`config.mk`:
```
export PLATFORM = sky130hd
export DESIGN_NAME = ber_prbscheck
export DESIGN_NICKNAME = d
export VERILOG_FILES = /design/src/rtl/ber_pkg.sv /design/src/rtl/ber_prbs_lfsr.sv /design/src/rtl/ber_prbscheck.sv
export SDC_FILE = /design/constraint.sdc
export NUM_CORES = 1
export LEC_CHECK = 0
export ABC_AREA = 1
export CORE_MARGIN = 2
export CORE_UTILIZATION = 55
export DETAILED_ROUTE_END_ITERATION = 10
export PLACE_DENSITY = 0.86
export SLEW_MARGIN = 10
export SYNTH_ARGS = -nofsm -noshare
export SYNTH_HDL_FRONTEND = slang
export SYNTH_SLANG_ARGS = --single-unit
```
`constraint.sdc`:
```
create_clock -name clock -period 3.32 [get_ports clock]
set_clock_uncertainty 0.15 [all_clocks]
set_input_delay 0.996 -clock clock [delete_from_list [all_inputs] [get_ports clock]]
set_output_delay 0.996 -clock clock [all_outputs]
set_load 0.1 [all_outputs]
```
`src/rtl/ber_pkg.sv`:
```
// Shared definitions for the PRBS checker and any matching generator.
// Holds the checker state encoding, the sequence-select encoding and the
// per-sequence length / second-tap constants. The LFSR shifts toward the MSB,
// so the newest bit sits in bit 0.
package ber_pkg;

    typedef enum logic [1:0] {
        SEARCH = 2'd0,
        VERIFY = 2'd1,
        LOCKED = 2'd2
    } ber_state_t;

    typedef enum logic [1:0] {
        SEL_PRBS7  = 2'b00,
        SEL_PRBS15 = 2'b01,
        SEL_PRBS20 = 2'b10,
        SEL_PRBS23 = 2'b11
    } prbs_sel_t;

    localparam int LFSR_W = 23;

    // Sequence length N (register bit N-1 is the first feedback tap).
    function automatic logic [4:0] prbs_len(input logic [1:0] sel);
        case (sel)
            SEL_PRBS7:  return 5'd7;
            SEL_PRBS15: return 5'd15;
            SEL_PRBS20: return 5'd20;
            default:    return 5'd23;
        endcase
    endfunction

    // Register index of the second feedback tap.
    function automatic logic [4:0] prbs_tap2(input logic [1:0] sel);
        case (sel)
            SEL_PRBS7:  return 5'd5;
            SEL_PRBS15: return 5'd13;
            SEL_PRBS20: return 5'd16;
            default:    return 5'd17;
        endcase
    endfunction

    // Mask of the low N register bits that belong to the selected sequence.
    function automatic logic [LFSR_W-1:0] prbs_mask(input logic [1:0] sel);
        case (sel)
            SEL_PRBS7:  return 23'h00007F;
            SEL_PRBS15: return 23'h007FFF;
            SEL_PRBS20: return 23'h0FFFFF;
            default:    return 23'h7FFFFF;
        endcase
    endfunction

endpackage

```
`src/rtl/ber_prbs_lfsr.sv`:
```
// Local sequence register for the PRBS checker.
// Ports:
//   clock, reset  - rising-edge clock, synchronous active-high reset (L = 0)
//   select        - sequence select (ber_pkg encoding)
//   load          - 1: shift the received bit in; 0: free-run on own feedback
//   din           - received serial bit
//   expected      - predicted next bit, L[N-1] ^ L[tap2]
//   seed_zero     - the register value after a load shift would be all zero
//                   in its low N bits (stuck-at-0 seed)
module ber_prbs_lfsr
    import ber_pkg::*;
(
    input  logic       clock,
    input  logic       reset,
    input  logic [1:0] select,
    input  logic       load,
    input  logic       din,
    output logic       expected,
    output logic       seed_zero
);

    logic [LFSR_W-1:0] lfsr_q;
    logic [LFSR_W-1:0] loaded;
    logic [4:0]        msb_idx;
    logic [4:0]        tap_idx;

    always_comb begin
        msb_idx  = prbs_len(select) - 5'd1;
        tap_idx  = prbs_tap2(select);
        expected = lfsr_q[msb_idx] ^ lfsr_q[tap_idx];
    end

    assign loaded    = {lfsr_q[LFSR_W-2:0], din};
    assign seed_zero = (loaded & prbs_mask(select)) == '0;

    always_ff @(posedge clock) begin
        if (reset) begin
            lfsr_q <= '0;
        end else begin
            lfsr_q <= {lfsr_q[LFSR_W-2:0], load ? din : expected};
        end
    end

endmodule

```
`src/rtl/ber_prbscheck.sv`:
```
// PRBS7/15/20/23 bit-error-rate checker.
// Seeds a local LFSR from the received stream, verifies it against a run of
// matching bits, then counts errors while locked and drops lock when one
// monitoring window collects too many errors.
// Ports:
//   clock, reset  - rising-edge clock, synchronous active-high reset
//   select_chk    - sequence select (00 PRBS7, 01 PRBS15, 10 PRBS20, 11 PRBS23)
//   prbs_in       - received serial bit, one per clock
//   clear_counts  - synchronous clear of err_count, bit_count, sync_loss
//   locked        - high while in LOCKED (registered)
//   bit_err       - one-cycle pulse per errored bit while LOCKED (registered)
//   err_count     - saturating errored-bit count
//   bit_count     - saturating compared-bit count
//   sync_loss     - saturating count of error-driven losses of lock
//
// state  | meaning
// SEARCH | L loads prbs_in; seed counter counts N samples
// VERIFY | L free-runs; VERIFY_LEN consecutive matches needed
// LOCKED | L free-runs; errors counted, window monitor active
module ber_prbscheck
    import ber_pkg::*;
#(
    parameter int VERIFY_LEN  = 64,
    parameter int WIN_LEN     = 256,
    parameter int LOSS_THRESH = 16
) (
    input  logic        clock,
    input  logic        reset,
    input  logic [1:0]  select_chk,
    input  logic        prbs_in,
    input  logic        clear_counts,
    output logic        locked,
    output logic        bit_err,
    output logic [31:0] err_count,
    output logic [31:0] bit_count,
    output logic [7:0]  sync_loss
);

    localparam int VW = $clog2(VERIFY_LEN + 1);
    localparam int WW = $clog2(WIN_LEN + 1);
    localparam int EW = $clog2(LOSS_THRESH + 1);
    localparam logic [VW-1:0] VERIFY_LAST = VW'(VERIFY_LEN - 1);
    localparam logic [WW-1:0] WIN_LAST    = WW'(WIN_LEN - 1);
    localparam logic [EW-1:0] LOSS_LAST   = EW'(LOSS_THRESH - 1);

    ber_state_t  state_q, state_d;
    logic [1:0]  select_q;
    logic [4:0]  seed_q, seed_d, seed_last;
    logic [VW-1:0] ver_q, ver_d;
    logic [WW-1:0] win_q, win_d;
    logic [EW-1:0] werr_q, werr_d;
    logic [31:0] err_d, bits_d;
    logic [7:0]  loss_d;
    logic        bit_err_d;
    logic        expected, seed_zero, mismatch, win_wrap;

    ber_prbs_lfsr u_lfsr (
        .clock     (clock),
        .reset     (reset),
        .select    (select_chk),
        .load      (state_q == SEARCH),
        .din       (prbs_in),
        .expected  (expected),
        .seed_zero (seed_zero)
    );

    assign seed_last = prbs_len(select_chk) - 5'd1;
    assign mismatch  = prbs_in ^ expected;
    assign win_wrap  = (win_q == WIN_LAST);

    always_comb begin
        state_d   = state_q;
        seed_d    = seed_q;
        ver_d     = ver_q;
        win_d     = win_q;
        werr_d    = werr_q;
        err_d     = err_count;
        bits_d    = bit_count;
        loss_d    = sync_loss;
        bit_err_d = 1'b0;

        if (select_chk != select_q) begin
            // Sequence changed: reseed from scratch, counters left alone.
            state_d = SEARCH;
            seed_d  = '0;
        end else begin
            case (state_q)
                SEARCH: begin
                    if (seed_q == seed_last) begin
                        seed_d = '0;
                        if (!seed_zero) begin
                            state_d = VERIFY;
                            ver_d   = '0;
                        end
                    end else begin
                        seed_d = seed_q + 5'd1;
                    end
                end
                VERIFY: begin
                    if (mismatch) begin
                        state_d = SEARCH;
                        seed_d  = '0;
                    end else if (ver_q == VERIFY_LAST) begin
                        state_d = LOCKED;
                        win_d   = '0;
                        werr_d  = '0;
                    end else begin
                        ver_d = ver_q + 1'b1;
                    end
                end
                LOCKED: begin
                    bits_d = (bit_count == '1) ? bit_count : bit_count + 32'd1;
                    win_d  = win_wrap ? '0 : win_q + 1'b1;
                    if (win_wrap) begin
                        werr_d = '0;
                    end
                    if (mismatch) begin
                        bit_err_d = 1'b1;
                        err_d     = (err_count == '1) ? err_count : err_count + 32'd1;
                        // The error on the last bit of a window still counts
                        // toward that window before it is cleared.
                        if (werr_q == LOSS_LAST) begin
                            state_d = SEARCH;
                            seed_d  = '0;
                            loss_d  = (sync_loss == '1) ? sync_loss : sync_loss + 8'd1;
                        end else if (!win_wrap) begin
                            werr_d = werr_q + 1'b1;
                        end
                    end
                end
                default: begin
                    state_d = SEARCH;
                    seed_d  = '0;
                end
            endcase
        end

        if (clear_counts) begin
            err_d  = '0;
            bits_d = '0;
            loss_d = '0;
        end
    end

    always_ff @(posedge clock) begin
        if (reset) begin
            state_q   <= SEARCH;
            select_q  <= select_chk;
            seed_q    <= '0;
            ver_q     <= '0;
            win_q     <= '0;
            werr_q    <= '0;
            locked    <= 1'b0;
            bit_err   <= 1'b0;
            err_count <= '0;
            bit_count <= '0;
            sync_loss <= '0;
        end else begin
            state_q   <= state_d;
            select_q  <= select_chk;
            seed_q    <= seed_d;
            ver_q     <= ver_d;
            win_q     <= win_d;
            werr_q    <= werr_d;
            locked    <= (state_d == LOCKED);
            bit_err   <= bit_err_d;
            err_count <= err_d;
            bit_count <= bits_d;
            sync_loss <= loss_d;
        end
    end

endmodule

```
==> results.cfg, run 1 <==
[placement]
port_buffers = 79
gp_congestion = 0.9808
hpwl_um = 13550
place_area_sq_um = 7850

[route]
drtPass1Iterations = 5
drt-total-wl_um = 18790
drc_errors = 0
vias_per_cell = 5.339
num_vias = 7159
dr.first_iter.drc_count = 628
ant_nets = 0
routedWlPerCell_um = 14.01

[yosys]
ys_seq_area_share_pct = 36.05
synth-main-ff-cell = dfxtp_1
synth_adder_area_share_pct = 1.419
syn_avg_cell_area_sq_um = 6.572
synth_edf_count = 0
synth_async_sr_flop_share_pct = 0
synthXorXnorAreaFrac_pct = 7.328
ys_types = 35
synth_fp_nets = 1087
ys_ff_latch = 127
synth-simple-area-share_pct = 39.07
yosys_warnings = 0
synth_top_family_by_area = simple AND/OR/NAND/NOR gates
synth_area_sq_um = 7052
synth_cells = 1073
synth_compound_area_share_pct = 8.091
synthMuxAreaShare_pct = 0

[setup_path]
crit_family = simple AND/OR/NAND/NOR gates
slowest_stage = clkdlybuf4s50_1
path_max_fanout = 9
crit_type = in -> reg
crit_path_cell_trace = clkdlybuf4s50_1 -> inv_2 -> nor2_1 -> nand3_1 -> nand2_2 -> nor2_4 -> nand2_2 -> nand2_4 -> nor2_1 -> nand3_1 -> nand2_1 -> nand2_1 -> nor2_1
crit_path_max_incr_delay_ns = 0.66
r2r-start = err_count[0]
end_kind = flop
cp.arrival_ns = 3.11
cp-start-kind = input pin
required_ns = 3.53
crit_start = select_chk[1]
path_common_cell = nor2_1
crit_buf_inv = 2

[timing]
hold_violations = 0
finalMaxSlewViolations = 0
setup_violations = 0
max_slew_margin_pct = 65.80
finalCriticalPeriod_ns = 2.902
totalNegativeSetupSlack_ns = 0
rsz0062_at_grt = false
worst_pin_slew_ns = 0.5122
fmax_ghz = 0.3446
period_share_pct = 87.42

[global_routing]
grt.overflow.total = 0
grt.total_usage_pct = 28.93
grt_pass1_vias = 6637
grt_pass1_wl_um = 31260
antenna_found_initial = 0
grt_start_max_net_pins = 37

[clock_tree]
ctsHoldBuffers = 0
cts_inserted_buffers = 17
cts_tree = yes
cts_root_buf = clkbuf_16
post_cts_buffers = 0
cts.clk_slew.worst_paths_ns = 0.06
htreeDepth = 4
clkLatencyLatePin_ns = 0.43
cts_buffer_depth = 2
cts_resized = 0
cts_sinks = 127

[die]
fp.dieW_um = 117.2
io_pins = 80
die_h_um = 117.2
rows = 41
dieArea_sq_um = 13740
core_area_sq_um = 12570
initial_core_util_pct = 56.11

[layout]
final_core_util_pct = 67.29
fin_area_sq_um = 8457
diodes = 0
fillerInstances = 1068
layout-drive-gt1-share_pct = 14.63
syn_to_final_growth_pct = 19.93
nets = 1171

[worst_hold_path]
hp-class = reg -> reg
hold_path.startpoint = u_lfsr.lfsr_q[8]

[power_and_ir_drop]
power_density_nw_per_um2 = 419.4
total_leakage_power_uw = 0.003344
vdd_drop_max_mv = 0.3185

[job]
cap_violations = 0

[run_status]
status = finished clean
## registers in the layout (all words and copies together), names as in the netlist, 5 cells and up
name	flops
err_count	32
win_q	9
werr_q	5
u_lfsr.lfsr_q	23
seed_q	5
sync_loss	8
bit_count	32
ver_q	7
## worst paths after layout
check                           slack (ns)               end  depth (start not counted)
worst max register to register        0.81     err_count[28]                         10
worst max-delay path                  0.42         werr_q[4]                         13
worst min register to register        0.27  u_lfsr.lfsr_q[9]                          2
worst min-delay path                  0.27  u_lfsr.lfsr_q[9]                          2
## through the flow
stage,cells,hold slack [ns],total power (uW),setup WS (ns)
floorplan,1073,0.2530,1625,0.5414
global placement,1310,0.2576,1657,0.1557
detailed placement,1310,0.2660,1659,0.06178
CTS,1341,0.2755,3558,0.4545
global route,1341,0.2990,3639,0.2152
finish,1341,0.2722,3547,0.4178
## cell usage after synthesis (3+ instances only)
| library cell | count | share of area (%) |
|---|---|---|
| o21ai_1 | 4 | 0.28 |
| buf_2 | 5 | 0.35 |
| o21ai_0 | 16 | 1.1 |
| xnor2_1 | 16 | 2.0 |
| nand4_1 | 15 | 1.3 |
| inv_1 | 94 | 5.0 |
| a21oi_2 | 10 | 1.2 |
| clkbuf_1 | 14 | 0.75 |
| buf_4 | 6 | 0.64 |
| a21oi_1 | 73 | 5.2 |
| dfxtp_1 | 127 | 36 |
| nand2_2 | 15 | 1.3 |
| nor2_2 | 3 | 0.27 |
| nor3_1 | 39 | 2.8 |
| ha_1 | 8 | 1.4 |
| xor2_1 | 43 | 5.3 |
| nand3b_1 | 10 | 1.1 |
| nand2_1 | 307 | 16 |
| nand3_2 | 5 | 0.71 |
| inv_2 | 7 | 0.37 |
| buf_6 | 4 | 0.64 |
| nand3_1 | 79 | 5.6 |
| nor2_1 | 157 | 8.4 |
## area by class of cell
| type | count | area [sq um] | share of cell area [%] |
|---|---|---|---|
| sequential | 127 | 2542 | 30.06 |
| tap | 172 | 215.2 | 2.545 |
| multi-input combinational | 811 | 3943 | 46.62 |
| clock buffer | 21 | 470.5 | 5.563 |
| inverter | 104 | 391.6 | 4.631 |
| clock inverter | 10 | 136.4 | 1.613 |
| timing repair buffer | 96 | 758.2 | 8.966 |
## worst register-to-register path, stage by stage, from the launching register on
cell and delay, ns:
dfxtp_1 0.52, ha_1 0.36, nand2_1 0.10, nor2_2 0.22, nand2_1 0.17, nor2_2 0.23
a21oi_2 0.13, nand2_4 0.11, buf_4 0.19, nand2_1 0.11, a21oi_2 0.16
## report_power, final
part           switching (uW)  internal, uW
logic                    66.2          28.8
registers                2.51          1530
clock network             689          1230
total                     758          2790
## metal layers
metal | GRT usage, % | vias up | wire length, um
met5 | 0 | - | 0
met4 | 10.98 | 0 | 467
met3 | 5.458 | 46 | 1101
met2 | 46.86 | 250 | 8869
met1 | 38.41 | 3273 | 8355
li1 | - | 3590 | -
## cell families after synthesis
kind of cell / after synthesis
AOI/OAI and AO/OA: 105
xor gates and xnor gates: 59
adders and majority gates: 8
buffers and inverters: 135
DFF: 127
and+or+nand+nor: 639
## placed cells by master (no fill, tap or decap), types with 2 or more instances in the layout
cell type,netlist,routed
o21ai_0,16,16
a21oi_2,10,10
nand3_1,79,79
clkinvlp_4,0,3
nand2_4,2,2
clkinv_2,1,4
nand2_1,307,307
nand4_1,15,15
buf_12,0,2
buf_4,6,89
xor2_1,43,43
inv_1,94,94
o21ai_1,4,4
nand3b_1,10,10
clkbuf_8,0,3
a21oi_1,73,73
clkbuf_16,0,17
nand3_2,5,5
nor2_1,157,157
nor3_1,39,39
xnor2_1,16,16
inv_2,7,8
dfxtp_1,127,127
nand2_2,15,15
clkdlybuf4s50_1,0,5
nor2_4,2,2
nor2_2,3,3
ha_1,8,8
bufinv_16,0,3
Note: power is estimated with default switching activity, not from simulation.
==> run 2: changes to the inputs <==
--- a/config.mk
+++ b/config.mk
@@ -9,7 +9,7 @@
 export CORE_MARGIN = 2
 export CORE_UTILIZATION = 55
 export DETAILED_ROUTE_END_ITERATION = 10
-export PLACE_DENSITY = 0.86
+export PLACE_DENSITY = 0.78
 export SLEW_MARGIN = 10
 export SYNTH_ARGS = -nofsm -noshare
 export SYNTH_HDL_FRONTEND = slang
==> run 2 against run 1 <==
Net effect: via count fell by 2.3%; sequential share of layout area fell by 0.19 points; hold slack improved by 0.0076 ns; highest routed layer unchanged; global-route usage fell by 1.9 points; sequential cell count did not move; register-to-register slack got worse by 0.07 ns; critical endpoint is now sync_loss[7]; setup slack improved by 0.12 ns; count of clock-buffer cells in the layout rose by 2; sequential power barely moved; wire length fell by 5.3%; largest cell class unchanged.
==> results.cfg, run 2 (synthesis results as in run 1) <==
[setup_path]
path_max_fanout = 12
cp.arrival_ns = 2.99
required_ns = 3.53
crit_buf_inv = 2
cp-start-kind = input pin
crit_family = simple AND/OR/NAND/NOR gates
crit_path_max_incr_delay_ns = 0.67
end_kind = flop
slowest_stage = clkdlybuf4s50_1
crit_path_cell_trace = clkdlybuf4s50_1 -> nor2_1 -> nand3_2 -> nand2_2 -> nor2_4 -> nand2_1 -> nand2_2 -> nand3_2 -> inv_1 -> o21ai_0 -> a21oi_1
crit_type = in -> reg

[route]
drtPass1Iterations = 5
dr.first_iter.drc_count = 546
ant_nets = 0
num_vias = 6991
routedWlPerCell_um = 13.24
drc_errors = 0
vias_per_cell = 5.198
drt-total-wl_um = 17810

[clock_tree]
post_cts_buffers = 0
cts_root_buf = clkbuf_16
cts.clk_slew.worst_paths_ns = 0.06
cts_inserted_buffers = 17
cts_resized = 0
cts_sinks = 127
cts_tree = yes
clkLatencyLatePin_ns = 0.42
ctsHoldBuffers = 0
htreeDepth = 4
cts_buffer_depth = 2

[placement]
place_ws_ns = 0.1097
port_buffers = 79
gp_congestion = 0.9543
place_inst = 1313
hpwl_um = 13000

[timing]
worst_pin_slew_ns = 0.5259
finalMaxSlewViolations = 0
setup_slack_ns = 0.5369
finalCriticalPeriod_ns = 2.783
totalNegativeSetupSlack_ns = 0
hold_violations = 0
max_slew_margin_pct = 64.67
setup_violations = 0
period_share_pct = 83.83
fmax_ghz = 0.3593
rsz0062_at_grt = false

[worst_hold_path]
hp-class = reg -> reg

[global_routing]
grt.total_usage_pct = 27.00
grt_pass1_wl_um = 29410
grt_pass1_vias = 6438
antenna_found_initial = 0
grt.overflow.total = 0
grt_start_max_net_pins = 44

[layout]
largest_registers = bit_count: 32 flops, err_count: 32 flops, u_lfsr.lfsr_q: 23 flops
layout-drive-gt1-share_pct = 14.92
nets = 1174
syn_to_final_growth_pct = 20.71
diodes = 0
instances_no_fill = 1345
final_common_cell = nand2_1
final_cell_mix = 307 x nand2_1, 157 x nor2_1, 127 x dfxtp_1, 94 x inv_1, 93 x buf_4

[power_and_ir_drop]
vdd_drop_max_mv = 0.2760
power_density_nw_per_um2 = 429.8
total_leakage_power_uw = 0.003383

[run_status]
status = finished clean

[die]
fp.dieW_um = 117.2
initial_core_util_pct = 56.11
dieArea_sq_um = 13740
core_area_sq_um = 12570
rows = 41
io_pins = 80
die_h_um = 117.2

[job]
cap_violations = 0
==> run 2: cell count changes in the layout (fill, tap and decap cells not counted), sizes merged <==
cell	change
buf	+3
clkbuf	+2
bufinv	+1
clkinv	-1
clkinvlp	-1
==> run 2: final timing paths <==
check / startpoint / endpoint / slack [ns] / depth (start not counted)
hold / removal: u_lfsr.lfsr_q[10] / u_lfsr.lfsr_q[11] / 0.28 / 2
setup reg to reg: err_count[0] / err_count[16] / 0.74 / 10
setup / recovery: select_chk[1] / sync_loss[7] / 0.54 / 11
hold reg to reg: u_lfsr.lfsr_q[10] / u_lfsr.lfsr_q[11] / 0.28 / 2
==> run 2: metal layers <==
layer | track usage [%] | vias up | part of all wire (%)
li1 | - | 3577 | -
met1 | 35.01 | 3138 | 45
met2 | 42.99 | 234 | 46
met3 | 5.664 | 42 | 6.1
met4 | 12.86 | 0 | 2.8
met5 | 0 | - | 0
==> run 2: layout make-up <==
cell class,count,area [sq um]
clock buffer,23,498.0
clock inverter,9,153.9
sequential,127,2542
fill,1120,4056
tap,172,215.2
multi-input combinational,811,3943
inverter,104,391.6
timing repair buffer,99,768.2
==> run 2: where the power goes <==
group	internal, uW	leakage [uW]	switching [uW]
Combinational	29.6	0.00204	64.3
Clock	1350	0.000315	679
Sequential	1530	0.00102	3.12
==> run 2: stage by stage <==
stage	util, %	power (uW)	hold WS, ns	cell area [sq um]
6_report	67.73	3659	0.2798	8512
5_1_grt	67.73	3759	0.2915	8512
4_1_cts	67.73	3677	0.2771	8512
3_5_place_dp	62.54	1658	0.2685	7860
3_3_place_gp	62.54	1657	0.2570	7860
2_1_floorplan	-	1625	0.2530	7052
==> run 2: worst min-delay path, cell delays in order, from the launching register on <==
cell     delay, ns
dfxtp_1       0.30
inv_1         0.06
nor2_1        0.04
==> run 3: changes to the inputs <==
==> constraint.sdc (replaced) <==
create_clock -name clock -period 2.7 [get_ports clock]
set_clock_uncertainty 0.15 [all_clocks]
set_input_delay 0.81 -clock clock [delete_from_list [all_inputs] [get_ports clock]]
set_output_delay 0.81 -clock clock [all_outputs]
set_load 0.1 [all_outputs]
==> run 3 against run 2 <==
Net effect: hold slack worse by 0.0022 ns; critical endpoint is now sync_loss[0]; sequential share of layout area down 0.75 points; die area unchanged; utilization up 1.8 points; setup slack worse by 0.36 ns; first-iteration DRC count up 4.4%; critical path type unchanged; final cell count up 2.2%.
==> results.cfg, run 3 (synthesis results as in run 1) <==
[clock_tree]
cts_buffer_depth = 2
cts_root_buf = clkbuf_16
cts_sinks = 127
cts_tree = yes
cts_inserted_buffers = 17
htreeDepth = 4
cts.clk_slew.worst_paths_ns = 0.06
ctsHoldBuffers = 0
clkLatencyLatePin_ns = 0.43

[global_routing]
grt_pass1_wl_um = 30410
antenna_found_initial = 0
grt.overflow.total = 0
grt_pass1_vias = 6609
grt.total_usage_pct = 28.12
grt_start_max_net_pins = 39

[setup_path]
end_kind = flop
path_max_fanout = 7
crit_path_max_incr_delay_ns = 0.59
cp.arrival_ns = 2.69
crit_path_cell_trace = clkdlybuf4s50_1 -> inv_2 -> nor2_1 -> nand3_1 -> nand2_2 -> o21ai_1 -> buf_4 -> nand2_2 -> nand3_2 -> buf_4 -> o21ai_0 -> a21oi_1
crit_type = in -> reg
required_ns = 2.86
slowest_stage = clkdlybuf4s50_1
cp-start-kind = input pin

[layout]
nets = 1204
fillerInstances = 1123
diodes = 0
layout-drive-gt1-share_pct = 17.29
final_cell_mix = 307 x nand2_1, 157 x nor2_1, 125 x dfxtp_1, 118 x buf_4, 94 x inv_1
final_core_util_pct = 69.55
instances_no_fill = 1375
multi_input_area_sq_um = 3943
regArea_sq_um = 2545
final_common_cell = nand2_1
largest_registers = bit_count: 32 flops, err_count: 32 flops, u_lfsr.lfsr_q: 23 flops
syn_to_final_growth_pct = 23.95

[die]
rows = 41
dieArea_sq_um = 13740
core_area_sq_um = 12570
die_h_um = 117.2
initial_core_util_pct = 56.11
io_pins = 80
fp.dieW_um = 117.2

[power_and_ir_drop]
p_total_uw = 4315
power_density_nw_per_um2 = 493.7
vdd_drop_max_mv = 0.4489
total_leakage_power_uw = 0.003527

[route]
dr.first_iter.drc_count = 570
drc_errors = 0
routedWlPerCell_um = 13.47
drtPass1Iterations = 5
ant_nets = 0
num_vias = 7172
vias_per_cell = 5.216
drt-total-wl_um = 18520

[timing]
rsz0062_at_grt = false
max_slew_margin_pct = 71.16
finalMaxSlewViolations = 0
period_share_pct = 93.55
setup_violations = 0
hold_violations = 0
worst_pin_slew_ns = 0.4310
fmax_ghz = 0.3959
finalCriticalPeriod_ns = 2.526

[job]
cap_violations = 0

[worst_hold_path]
hp-class = reg -> reg

[placement]
port_buffers = 79
hpwl_um = 13460
place_inst = 1343
gp_congestion = 0.9522

[run_status]
status = finished clean
## run 3: path summary, 6_finish.rpt
path | to | slack, ns | start | cells after the start
setup reg to reg | bit_count[25] | 0.45 | bit_count[2] | 9
hold / removal | u_lfsr.lfsr_q[16] | 0.28 | u_lfsr.lfsr_q[15] | 2
setup / recovery | sync_loss[0] | 0.17 | select_chk[0] | 12
hold reg to reg | u_lfsr.lfsr_q[16] | 0.28 | u_lfsr.lfsr_q[15] | 2
## run 3: final cells by class
cell class | instances | share of cell area, %
Tap cell | 172 | 2.462
Clock inverter | 15 | 1.861
Timing Repair Buffer | 129 | 12.11
Multi-Input combinational cell | 811 | 45.10
Inverter | 104 | 4.480
Clock buffer | 17 | 4.867
Sequential cell | 127 | 29.12
## run 3: per-stage QoR
step / area (sq um) / hold slack (ns) / setup WS, ns / setup TNS, ns
final: 8741 / 0.2777 / 0.1743 / 0
after global routing: 8741 / 0.2931 / 0.009466 / 0
after CTS: 8738 / 0.2766 / 0.1336 / 0
after detailed placement: 8150 / 0.2641 / -0.2727 / -14.49
after global placement: 8150 / 0.2565 / -0.2224 / -9.933
after floorplan: 7054 / 0.2530 / 0.01959 / 0
## run 3: worst max-delay path, delay by kind of cell
family	cells	cell delay, ns
AO/OA/AOI/OAI	3	0.34
buffers and inverters	4	0.97
AND/OR/NAND/NOR	5	0.57
## run 3: metal layers
| layer | GRT usage (%) | part of all wire (%) |
|---|---|---|
| met1 | 36.04 | 46 |
| met2 | 45.44 | 46 |
| met3 | 6.128 | 5.7 |
| met4 | 12.78 | 2.9 |
| met5 | 0 | 0 |
## run 3: repair_timing
action	in CTS	in global routing
setup endpoints to repair	0	1
gates resized for setup	0	1
buffers inserted	0	0
endpoints found under the hold margin	0	0
## run 3: power breakdown
part           switching [uW]  total [uW]  internal (uW)
clock                     923        2290           1370
sequential               3.57        1880           1880
combinational            85.3         138           52.7
